===== src/rtl/control_pkg.sv =====
// Shared state encoding, opcode map and ALU selects for the processor control unit.
package control_pkg;

  typedef enum logic [3:0] {
    StInit   = 4'd0,
    StFetch  = 4'd1,
    StDecode = 4'd2,
    StNoop   = 4'd3,
    StLoadA  = 4'd4,
    StLoadB  = 4'd5,
    StStore  = 4'd6,
    StAdd    = 4'd7,
    StSub    = 4'd8,
    StHalt   = 4'd9
  } state_t;

  localparam logic [3:0] OP_NOOP  = 4'd0;
  localparam logic [3:0] OP_STORE = 4'd1;
  localparam logic [3:0] OP_LOAD  = 4'd2;
  localparam logic [3:0] OP_ADD   = 4'd3;
  localparam logic [3:0] OP_SUB   = 4'd4;
  localparam logic [3:0] OP_HALT  = 4'd5;

  localparam logic [2:0] ALU_ZERO = 3'd0;
  localparam logic [2:0] ALU_ADD  = 3'd1;
  localparam logic [2:0] ALU_SUB  = 3'd2;

endpackage


===== src/rtl/control_unit.sv =====
// Fetch/decode/execute sequencer driving the datapath strobes and addresses from the IR.
// Outputs are Moore-style: a function of the present state and the (stable) IR.
module control_unit
  import control_pkg::*;
#(
  parameter int unsigned IR_W    = 16,
  parameter int unsigned DADDR_W = 8,
  parameter int unsigned RADDR_W = 4
) (
  input  logic               clk,
  input  logic               Reset,
  input  logic [IR_W-1:0]    IR,
  output logic               PC_clr,
  output logic               PC_up,
  output logic               IR_ld,
  output logic [DADDR_W-1:0] D_addr,
  output logic               D_wr,
  output logic               RF_s,
  output logic [RADDR_W-1:0] RF_W_addr,
  output logic               RF_W_en,
  output logic [RADDR_W-1:0] RF_Ra_addr,
  output logic [RADDR_W-1:0] RF_Rb_addr,
  output logic [2:0]         ALU_s0,
  output logic [3:0]         CurrentState,
  output logic [3:0]         NextState,
  output logic               Halted
);

  state_t     state_q, state_d;
  logic [3:0] opcode;

  assign opcode       = IR[IR_W-1 -: 4];
  assign CurrentState = state_q;
  assign NextState    = state_d;

  always_ff @(posedge clk or posedge Reset) begin
    if (Reset) begin
      state_q <= StInit;
    end else begin
      state_q <= state_d;
    end
  end

  always_comb begin
    state_d = StInit;
    unique case (state_q)
      StInit:   state_d = StFetch;
      StFetch:  state_d = StDecode;
      StDecode: begin
        unique case (opcode)
          OP_STORE: state_d = StStore;
          OP_LOAD:  state_d = StLoadA;
          OP_ADD:   state_d = StAdd;
          OP_SUB:   state_d = StSub;
          OP_HALT:  state_d = StHalt;
          default:  state_d = StNoop;
        endcase
      end
      StLoadA:  state_d = StLoadB;
      StNoop, StLoadB, StStore, StAdd, StSub: state_d = StFetch;
      StHalt:   state_d = StHalt;
      default:  state_d = StInit;
    endcase
  end

  always_comb begin
    PC_clr     = 1'b0;
    PC_up      = 1'b0;
    IR_ld      = 1'b0;
    D_addr     = '0;
    D_wr       = 1'b0;
    RF_s       = 1'b0;
    RF_W_addr  = '0;
    RF_W_en    = 1'b0;
    RF_Ra_addr = '0;
    RF_Rb_addr = '0;
    ALU_s0     = ALU_ZERO;
    Halted     = 1'b0;
    unique case (state_q)
      StInit: PC_clr = 1'b1;
      StFetch: begin
        IR_ld = 1'b1;
        PC_up = 1'b1;
      end
      StDecode: begin
        RF_Ra_addr = IR[11:8];
        RF_Rb_addr = IR[7:4];
      end
      // LoadA covers the synchronous memory read; LoadB commits the data.
      StLoadA, StLoadB: begin
        D_addr    = IR[11:4];
        RF_s      = 1'b1;
        RF_W_addr = IR[3:0];
        RF_W_en   = (state_q == StLoadB);
      end
      StStore: begin
        D_addr     = IR[7:0];
        RF_Ra_addr = IR[11:8];
        D_wr       = 1'b1;
      end
      StAdd, StSub: begin
        RF_Ra_addr = IR[11:8];
        RF_Rb_addr = IR[7:4];
        RF_W_addr  = IR[3:0];
        ALU_s0     = (state_q == StAdd) ? ALU_ADD : ALU_SUB;
        RF_W_en    = 1'b1;
      end
      StHalt:  Halted = 1'b1;
      default: ;
    endcase
  end

endmodule


===== config.mk =====
export PLATFORM = sky130hd
export DESIGN_NAME = control_unit
export DESIGN_NICKNAME = d
export VERILOG_FILES = /design/src/rtl/control_pkg.sv /design/src/rtl/control_unit.sv
export SDC_FILE = /design/constraint.sdc
export NUM_CORES = 1
export LEC_CHECK = 0
export BUFFER_PORTS_ARGS = -buffer_cell sky130_fd_sc_hd__buf_2
export CAP_MARGIN = 20
export CORE_UTILIZATION = 36
export CTS_CLUSTER_DIAMETER = 60
export DETAILED_ROUTE_END_ITERATION = 8
export PLACE_DENSITY = 0.8
export REMOVE_ABC_BUFFERS = 1
export SLEW_MARGIN = 0
export SYNTH_ARGS = -nofsm -noshare
export SYNTH_HDL_FRONTEND = slang
export SYNTH_SLANG_ARGS = --single-unit

===== constraint.sdc =====
create_clock -name clk -period 2.18 [get_ports clk]
set_clock_uncertainty 0.15 [all_clocks]
set_input_delay 0 -clock clk [delete_from_list [all_inputs] [get_ports clk]]
set_output_delay 0 -clock clk [all_outputs]
set_load 0.05 [all_outputs]

==> flow_summary.toml <==
[outcome]
status = "completed"

[worst_setup_path]
cp.buffers_inverters = 1
reg2reg_from = "CurrentState[3]"
critPathKind = "reg2out"
critPathLaunchType = "register"
crit_required_ns = 2.03
crit_family = "flip-flops"
end_kind = "output pin"
cp_max_fo = 15
startpoint = "CurrentState[2]"
crit_chain = "nand2b_1 -> nor2_4 -> a22o_1 -> buf_2"
critical_path_arrival_ns = 1.84
cpMaxStageDelayCell = "dfrtp_1"
max_stage_delay_ns = 0.65

[clock_tree]
clkSlewWorstSetupHoldPaths_ns = 0.04
cts.htree.levels = 1
cts_resized = 0
clk_latency_ns = 0.23
cts_setup_buffers = 0
cts_buffers = 3
cts_root_buffer = "clkbuf_4"
cts_tree = "done"
cts_hold_buf = 2
cts.sinks = 4
clk_path_buf_depth = 2

[global_route]
grt_max_degree = 16
grt_usage_pct = 17.8
antenna_found_initial = 0
grt_pass1_vias = 575
overflow = 0
grt_pass1_wl_um = 2570

[drt]
dr_total_vias = 692
routed_wl_um = 1720
postRouteAntennaNets = 0
drcViolationCount = 0
wl_per_cell_um = 12.2
first_pass_iters = 4
drt_iter0_drc = 9
vias_per_cell = 4.91

[sta]
fin_crit_ns = 1.99
tns_ns = 0
worst_pin_slew_ns = 0.512
rsz0062_at_grt = "false"
final.period_utilization_pct = 91.3
hold_viol_final = 0
fmax_ghz = 0.502
drv_slew = 0
finalSetupViolCount = 0
relSlewSlack_pct = 65.8

[final_layout]
fin_util_pct = 59.2
instances_no_fill = 141
finalInstanceArea_um2 = 892
nets = 145
syn_to_final_growth_pct = 53.3
largest_reg_flops = 4
drive_gt1_share_pct = 53.6
antenna_cells = 0

[die]
core_mm2 = 0.00151
die_area_mm2 = 0.00178
num_rows = 14
initial_core_util_pct = 38.6
die_h_um = 42.2
die_x_um = 42.2
io_pins = 56

[logic_synthesis]
synth_cell_type_count = 30
avgSynthCellArea_um2 = 8.31
syn-instance-count = 70
synth-edff-count = 0
synth-seq-cells = 4
yosysWarnings = 0
async_flop_share_pct = 100
ys.flop_type = "dfrtp_1"
syn_area_um2 = 582
ys_seq_area_share_pct = 17.2

[place]
routabilityCongestion = 0.783
io_buffers = 54
placed_cells = 136
dpl.hpwl_um = 1340
dpl_cell_area_um2 = 850

[worst_hold_path]
hp-start = "IR[12]"
hold_class = "in2reg"

[power_and_ir_drop]
p_leak_nw = 0.486
vdd_ir_drop_max_uv = 825
p_per_area_mw_per_mm2 = 1390

[run]
maxCapViolCount = 0
[area by class of cell]
class | instances | area, um2
Tap cell | 16 | 20.0
Inverter | 1 | 3.75
Multi-Input combinational cell | 59 | 440
Sequential cell | 4 | 100
Clock buffer | 3 | 22.5
Timing Repair Buffer | 58 | 305
Fill cell | 144 | 614
[logic make-up after synthesis]
kind of cell / count (synthesis) / share of synthesized area (%)
buffers and inverters: 7 / 7.10
and+or+nand+nor: 38 / 48.8
DFF: 4 / 17.2
other: 1 / 0.645
AOI/OAI and AO/OA: 19 / 24.7
xor gates and xnor gates: 1 / 1.51
[placed cells by master, fill, tap and decap left out, drive strengths merged]
master	count
a211oi	3
a21o	1
a21oi	3
a22o	8
a31oi	1
buf	56
clkbuf	3
conb	1
dfrtp	4
dlygate4sd3	2
inv	1
nand2	2
nand2b	6
nand3b	1
nor2	6
nor2b	14
nor3	1
nor4	1
nor4b	4
o21a	1
o21ai	2
or3b	2
or4	1
xnor2	1
[where the power goes]
group / switching (mW) / total [mW] / internal, mW / leakage, nW
clock network: 0.0297 / 0.0912 / 0.0616 / 0.0138
registers: 0.0359 / 0.134 / 0.0979 / 0.0502
logic: 0.770 / 1.01 / 0.242 / 0.421
total: 0.836 / 1.24 / 0.402 / 0.486
[through the flow]
step                      setup WS, ns  power (mW)  hold WS (ns)
after floorplan                  -1.78       0.907        -0.384
after global placement           0.479        1.13        -0.274
after detailed placement         0.448        1.14        -0.265
after CTS                        0.200        1.24        0.0286
after global routing            0.0582        1.29        0.0504
final                            0.189        1.24        0.0239
[worst register-to-register path: cells and delay by family, from the launching register on]
kind / cells / cell delay [ns]
DFF: 1 / 0.51
AOI/OAI and AO/OA: 1 / 0.22
and+or+nand+nor: 1 / 0.58
[final timing paths]
check	cells past startpoint	slack [ns]	to
max in group asynchronous	3	1.68	CurrentState[3]
hold / removal	3	0.02	CurrentState[0]
setup / recovery	4	0.19	D_addr[4]
setup reg to reg	2	0.63	CurrentState[3]
min in group asynchronous	3	0.04	CurrentState[1]
hold reg to reg	2	0.51	CurrentState[2]
[synthesized netlist by cell type (2+ instances only)]
cell	count	area share [%]
nor2_4	2	3.9
nand2_1	2	1.3
a22o_1	8	12
nor2b_1	14	15
a21oi_1	3	2.6
buf_4	3	3.9
nor4b_2	2	5.2
nand2b_1	5	5.4
a211oi_1	2	2.6
buf_2	3	2.6
nor2_1	4	2.6
dfrtp_1	4	17
[routing by layer]
metal	up-vias	GRT usage, %	part of all wire [%]
met1	321	24.7	46
met4	0	6.88	0
met2	8	28.3	52
li1	363	-	-
met5	-	0	0
met3	0	1.72	2.0
No activity file was read; power rests on OpenSTA's default activity.
